$ cat config.mk
export PLATFORM = sky130hd
export DESIGN_NAME = i2c_scl_gen
export DESIGN_NICKNAME = d
export VERILOG_FILES = /design/src/rtl/i2c_pkg.sv /design/src/rtl/i2c_scl_gen_sync_2ff.sv /design/src/rtl/i2c_scl_gen.sv
export SDC_FILE = /design/constraint.sdc
export NUM_CORES = 1
export LEC_CHECK = 0
export BUFFER_PORTS_ARGS = -buffer_cell sky130_fd_sc_hd__buf_2
export CELL_PAD_IN_SITES_DETAIL_PLACEMENT = 1
export CELL_PAD_IN_SITES_GLOBAL_PLACEMENT = 2
export CORE_UTILIZATION = 35
export CTS_BUF_LIST = sky130_fd_sc_hd__clkbuf_16
export CTS_CLUSTER_SIZE = 40
export DETAILED_ROUTE_END_ITERATION = 8
export HOLD_SLACK_MARGIN = 0.08
export PLACE_DENSITY_LB_ADDON = 0.1
export SETUP_SLACK_MARGIN = 0.3
export SLEW_MARGIN = 20
export SYNTH_ARGS = -nofsm -noshare
export SYNTH_HDL_FRONTEND = slang
export SYNTH_SLANG_ARGS = --single-unit
$ cat constraint.sdc
create_clock -name clk -period 2 [get_ports clk]
set_input_delay 0.4 -clock clk [delete_from_list [all_inputs] [get_ports clk]]
set_output_delay 0.4 -clock clk [all_outputs]
set_load 0.1 [all_outputs]
$ cat src/rtl/i2c_pkg.sv
// Shared I2C definitions: SCL FSM state encoding and standard timing constants
// for a 100 MHz fabric clock.
package i2c_pkg;

    typedef enum logic [1:0] {
        IDLE      = 2'd0,
        LOW       = 2'd1,
        WAIT_HIGH = 2'd2,
        HIGH      = 2'd3
    } scl_state_e;

    localparam int I2C_HALF_PERIOD_400K = 125;
    localparam int I2C_HALF_PERIOD_100K = 500;
    localparam int I2C_STRETCH_MAX_DEF  = 10000;

endpackage

$ cat src/rtl/i2c_scl_gen_sync_2ff.sv
// Two-flop synchroniser for asynchronous pad inputs (SCL here, SDA elsewhere);
// both flops reset to a parameterised idle level.
module sync_2ff #(
    parameter logic RESET_VAL = 1'b1
) (
    input  logic clk,
    input  logic rst,
    input  logic d,
    output logic q
);

    logic meta;

    // Metastability-settling chain
    always_ff @(posedge clk) begin
        if (rst) begin
            meta <= RESET_VAL;
            q    <= RESET_VAL;
        end else begin
            meta <= d;
            q    <= meta;
        end
    end

endmodule

$ cat src/rtl/i2c_scl_gen.sv
// I2C master SCL generator: drives the open-drain enable, waits out slave clock
// stretching on the synchronised bus level, and emits registered phase strobes.
module i2c_scl_gen
    import i2c_pkg::*;
#(
    parameter int HALF_PERIOD = I2C_HALF_PERIOD_400K,
    parameter int STRETCH_MAX = I2C_STRETCH_MAX_DEF
) (
    input  logic clk,
    input  logic rst,
    input  logic en,
    input  logic scl_in,
    output logic scl_oe,
    output logic scl_fall,
    output logic scl_rise,
    output logic scl_sample,
    output logic busy,
    output logic stretch_err
);

    localparam int CNT_SPAN = (HALF_PERIOD > STRETCH_MAX) ? HALF_PERIOD : STRETCH_MAX;
    localparam int CW       = $clog2(CNT_SPAN);

    localparam logic [CW-1:0] HALF_LAST    = CW'(HALF_PERIOD - 1);
    localparam logic [CW-1:0] STRETCH_LAST = CW'(STRETCH_MAX - 1);
    localparam logic [CW-1:0] SAMPLE_AT    = CW'(HALF_PERIOD / 2);
    localparam logic [CW-1:0] CNT_ONE      = CW'(1);
    localparam logic [CW-1:0] CNT_ZERO     = CW'(0);

    scl_state_e      state;
    scl_state_e      state_next;
    logic [CW-1:0]   cnt;
    logic [CW-1:0]   cnt_next;
    logic            scl_s;
    logic            timeout;

    sync_2ff #(
        .RESET_VAL (1'b1)
    ) u_scl_sync (
        .clk (clk),
        .rst (rst),
        .d   (scl_in),
        .q   (scl_s)
    );

    // Next-state decode; a bus that reads high wins over a coincident timeout
    always_comb begin
        state_next = state;
        timeout    = 1'b0;
        case (state)
            IDLE: begin
                if (en) state_next = LOW;
                else    state_next = IDLE;
            end
            LOW: begin
                if (cnt == HALF_LAST) state_next = WAIT_HIGH;
                else                  state_next = LOW;
            end
            WAIT_HIGH: begin
                if (scl_s) begin
                    state_next = HIGH;
                end else if (cnt == STRETCH_LAST) begin
                    state_next = IDLE;
                    timeout    = 1'b1;
                end else begin
                    state_next = WAIT_HIGH;
                end
            end
            HIGH: begin
                if (cnt == HALF_LAST) state_next = en ? LOW : IDLE;
                else                  state_next = HIGH;
            end
            default: state_next = IDLE;
        endcase
    end

    // Phase counter restarts on every state entry and rests at zero in IDLE
    always_comb begin
        cnt_next = cnt + CNT_ONE;
        if (state_next != state || state_next == IDLE) cnt_next = CNT_ZERO;
        else                                           cnt_next = cnt + CNT_ONE;
    end

    // State, counter and outputs registered from the upcoming state so they stay aligned
    always_ff @(posedge clk) begin
        if (rst) begin
            state       <= IDLE;
            cnt         <= CNT_ZERO;
            scl_oe      <= 1'b0;
            scl_fall    <= 1'b0;
            scl_rise    <= 1'b0;
            scl_sample  <= 1'b0;
            busy        <= 1'b0;
            stretch_err <= 1'b0;
        end else begin
            state       <= state_next;
            cnt         <= cnt_next;
            scl_oe      <= (state_next == LOW);
            scl_fall    <= (state_next == LOW)  && (state != LOW);
            scl_rise    <= (state_next == HIGH) && (state != HIGH);
            scl_sample  <= (state_next == HIGH) && (cnt_next == SAMPLE_AT);
            busy        <= (state_next != IDLE);
            stretch_err <= timeout;
        end
    end

endmodule
Word-level counts from Yosys, hierarchy flattened
Index checks and enable logic that the tools add are counted.
{"block": "totals", "register_bits": 24, "input_bits": 4, "output_inout_bits": 6, "word_cells": 39}
{"block": "op_classes", "n_addsub": 1, "n_eq_ne": 11, "mux": 8, "n_bitwise": 1, "n_reduce_logical": 8}
{"operator": "$add 14x1->14 const B", "count": 1}
{"operator": "$eq 14x14->1 const B", "count": 1}
{"operator": "$eq 14x6->1 const B", "count": 1}
{"operator": "$eq 14x7->1 const B", "count": 1}
{"operator": "$mux 14", "count": 1}
{"operator": "$mux 2", "count": 4}
{"operator": "$pmux 2 s4", "count": 1}
{"operator": "$eq 2x2->1 const B", "count": 3}
{"operator": "$eq 2x1->1 const B", "count": 2}
{"operator": "$logic_not 2->1", "count": 2}
{"operator": "$logic_and 1x1->1", "count": 3}
{"operator": "$reduce_or 3->1", "count": 1}
{"operator": "$mux 1", "count": 2}
{"operator": "$ne 2x1->1 const B", "count": 1}
{"operator": "$ne 2x2->1", "count": 1}
{"operator": "$ne 2x2->1 const B", "count": 1}
{"operator": "$reduce_bool 2->1", "count": 1}
{"operator": "$logic_or 1x1->1", "count": 1}
{"operator": "$not 1->1", "count": 1}

Longest topological paths before layout
{"block": "logic_depth", "depth_word": 9, "mapped_depth": 9, "mapped_depth_nobuf": 8}

By module
Synthesis repeated with hierarchy kept, for this count alone.
{"block": "hier_totals", "cells_unflattened": 127, "hier_area_um2": 1179.9}
{"mod": "i2c_scl_gen", "n_inst": 1, "cells_per_inst": 123, "area_each_um2": 1127.3, "seq_area_each_um2": 440.4}
{"mod": "sync_2ff", "n_inst": 1, "cells_per_inst": 4, "area_each_um2": 52.6, "seq_area_each_um2": 40.0}

Worst setup path before layout
OpenSTA, ideal clock, no wires.
{"block": "synth_path", "path_type": "reg2reg", "from": "reg cnt[0]", "to": "reg scl_sample", "setup_ns": 0.061, "t_arrival_ns": 1.703, "required_ns": 1.939, "path_slack_ns": 0.236, "stages_incl_launch_ff": 8, "n_path_buf": 1, "period_less_slack_ns": 1.764, "path_cell_list": "dfxtp_1 > ha_1 > and3_1 > clkbuf_2 > and4_4 > mux2_1 > o21ai_0 > and4b_1"}
{"block": "synth_via", "elab_chain_len": 9, "elab_cells_between_ends": 15, "cone_classes": "add/sub (1); eq/ne (5); mux (6); reduce/logical (3)"}
{"element": "start: declaration", "line": "i2c_scl_gen.sv:32", "source": "logic [CW-1:0] cnt;"}
{"element": "start signal: assignment", "line": "i2c_scl_gen.sv:97", "source": "cnt <= cnt_next;"}
{"element": "$eq 14x14->1", "line": "i2c_scl_gen.sv:62", "source": "end else if (cnt == STRETCH_LAST) begin"}
{"element": "$mux 2", "line": "i2c_scl_gen.sv:62"}
{"element": "$mux 2", "line": "i2c_scl_gen.sv:60", "source": "if (scl_s) begin"}
{"element": "$pmux 2 s4", "line": "i2c_scl_gen.sv:50", "source": "case (state)"}
{"element": "$ne 2x2->1 or $logic_not 2->1 (tied branches)", "line": "i2c_scl_gen.sv:80", "source": "if (state_next != state || state_next == IDLE) cnt_next = CNT_ZERO;"}
{"element": "$logic_or 1x1->1", "line": "i2c_scl_gen.sv:80"}
{"element": "$mux 14", "line": "i2c_scl_gen.sv:80"}
{"element": "$eq 14x6->1", "line": "i2c_scl_gen.sv:101", "source": "scl_sample <= (state_next == HIGH) && (cnt_next == SAMPLE_AT);"}
{"element": "$logic_and 1x1->1 (*)", "line": "i2c_scl_gen.sv:101"}
{"element": "end signal: assignment", "line": "i2c_scl_gen.sv:101"}
{"element": "end: declaration", "line": "i2c_scl_gen.sv:16", "source": "output logic scl_sample,"}
Every way passes the cells marked *; elsewhere a longest branch is shown, timed or not.
A chain may end at the register's enable or synchronous reset.

Worst setup path in the final report
{"block": "layout_path", "from": "reg cnt[1]", "to": "reg scl_sample"}
The elaborated chain is that of the path after synthesis.

==> flow_summary.ini <==
[sta]
whs_ns = 0.3235
slew_viol_final = 0
setup_viol = 0
skew_ns = 0.002982
max_freq_mhz = 580.4
tightest_slew_ns = 0.4872
rsz0062_at_grt = yes
tns_ns = 0
maxSlewHeadroom = 0.6774
finalCritPeriodShare = 0.8614
hold_viol = 0
finalCriticalPeriod_ns = 1.723

[global_routing]
grt_pass1_wl_um = 4291
grt_max_degree = 15
grt_pass1_vias = 907
grt_usage = 0.1613
overflow = 0
grt_antenna_before_repair = 0

[cts]
root_buffer = clkbuf_16
cts_buffers = 3
clk_path_buf_depth = 2
cts_tree = done
cts_sinks = 24
clkTransAtPathRegs_ns = 0.06
h-tree-depth = 1
postCtsHoldBufs = 0
clk-insertion-delay-late_ns = 0.26

[worst_setup_path]
crit_chain = buf_4 -> nand4_2 -> nor2_2 -> nand4_1 -> a2111oi_1 -> and4b_1
critPathLaunchType = flip-flop
required_ns = 2.20
critPathSlowestCell = dfxtp_4
path_class = flip-flop to flip-flop
critical_path_peak_fanout = 6
max_stage_delay_ns = 0.38
end_kind = flip-flop
cp.arrival_ns = 1.92

[cells_and_area]
largest_reg_flops = 14
reg.largest.list = cnt x14, state x2
num_antenna_cells = 0
area_delta_synth_final_pct = 32.31
final_util = 0.5012
nFillCells = 361
drive_gt1_frac = 0.3973
nets = 153
top_register = cnt

[die]
io-pin-count = 10
rows = 20
core_area_um2 = 3128
initial_core_util = 0.3788
die_area_um2 = 3622
dieHeight_um = 60.19
fp.dieW_um = 60.19

[drt]
ant_nets = 0
wl_met2_um = 1247
wl_met3_um = 94
via_per_inst = 5.126
detail_route.wirelength.met1_um = 1428
num_vias = 974
wl_um = 2794
initialDrtViolationCount = 41
drc = 0
highest-signal-layer = met4
drt_pass1_iterations = 4
wl_per_cell_um = 14.71

[place]
dp_hpwl_um = 1830
routabilityCongestion = 0.7590
io_buffers = 9

[hold_path]
hold_class = input pin to flip-flop

[synthesis]
syn_area_per_cell_um2 = 8.842
ys_seq_elements = 24
synth_fp_nets = 140
synth_cell_types = 41
ys_seq_area_frac = 0.4055
yosys_warnings = 0
syn_area_um2 = 1185
postSynthCellCount = 134

[outcome]
status = completed

[flow_run]
drv_cap = 0

[power_and_ir_drop]
p_leak_uw = 0.0005775
power.density_nw_per_um2 = 717.0
ir_drop_uv = 361.5
## cell type report
cell class                      instances  area (um^2)  area share
Multi-Input combinational cell         94        750.7      0.4789
Sequential cell                        24        494.2      0.3152
Timing Repair Buffer                   18        142.6     0.09098
Clock buffer                            4        100.1     0.06385
Tap cell                               44        55.05     0.03512
Inverter                                6        25.02     0.01596
## logic make-up (layout without fill, tap and decap cells)
family,after synthesis,in the layout,synth area share
buffers and inverters,16,28,0.07285
and+or+nand+nor,62,62,0.2946
muxes,3,3,0.02745
adders and majority gates,2,2,0.02112
xor gates and xnor gates,15,15,0.1109
AOI/OAI and AO/OA,12,12,0.06758
DFF,24,24,0.4055
## per-stage QoR
stage	cell area [um^2]	setup slack, ns	power (uW)	instances
after global routing	1568	0.1559	1161	190
after floorplan	1195	0.3017	573.6	134
after CTS	1414	0.2924	1111	188
after global placement	1266	0.1726	588.6	180
final	1568	0.2772	1124	190
after detailed placement	1266	0.1444	590.0	180
## layout by cell type, fill, tap and decap left out, types with 2 or more instances in the layout
cell / count
dfxtp_2: 5
inv_1: 4
nand2b_1: 4
xnor2_1: 8
a31oi_1: 2
and3_1: 4
buf_4: 7
nor3_1: 2
nand2_1: 8
xor2_1: 7
or2_2: 2
clkbuf_16: 5
nor2_2: 2
o21ai_0: 2
dfxtp_1: 17
and2_1: 3
buf_2: 9
dfxtp_4: 2
nand3_1: 5
nand4_1: 6
nor2_1: 4
nor2_4: 11
## path summary, 6_finish.rpt
check                                      from               to  slack, ns  cells past startpoint
worst max-delay path                     cnt[1]       scl_sample       0.28                      6
worst min-delay path                     scl_in  u_scl_sync.meta       0.32                      2
worst max register to register           cnt[1]       scl_sample       0.28                      6
worst min register to register  u_scl_sync.meta     u_scl_sync.q       0.42                      1
## worst max-delay path: cells and delay by family (launching register included)
kind | cells | cell delay (ns)
compound gates | 1 | 0.37
buf+inv | 1 | 0.13
simple gates | 4 | 0.79
flops | 1 | 0.38
## cells in the mapped netlist, drive strengths merged
library cell,instances,area (um^2)
a2111oi,1,8.760
a211o,1,8.760
a211oi,1,7.510
a21oi,1,5.000
a22oi,1,7.510
a31o,1,8.760
a31oi,2,12.51
and2,3,18.77
and3,5,31.28
and4,2,20.02
and4b,1,10.01
buf,7,51.29
clkbuf,3,12.51
dfxtp,24,480.5
ha,2,25.02
inv,6,22.52
mux2,2,22.52
mux2i,1,10.01
nand2,8,30.03
nand2b,4,25.02
nand3,5,25.02
nand4,7,50.05
nor2,17,66.32
nor3,2,10.01
nor3b,1,7.510
nor4,2,12.51
nor4b,2,23.77
o21ai,3,15.01
o22ai,1,6.260
or2,3,18.77
xnor2,8,70.07
xor2,7,61.31
## timing repair
action | in CTS | in global routing
pin swaps | 1 | 13
resized for setup | 9 | 33
cloned | 0 | 1
buffers inserted | 4 | 1
endpoints found under the setup margin | 15 | 19
## per-layer routing
metal  vias to the layer above  GRT usage
li1                        480          -
met1                       472     0.2362
met2                        18     0.2339
met3                         4    0.03247
met4                         0    0.04983
met5                         -          0
## report_power, final
part / total [uW] / internal (uW) / switching, uW
sequential: 495 / 487 / 8.25
combinational: 111 / 37.1 / 73.5
clock: 518 / 347 / 171
Note: power is estimated with default switching activity, not from simulation.
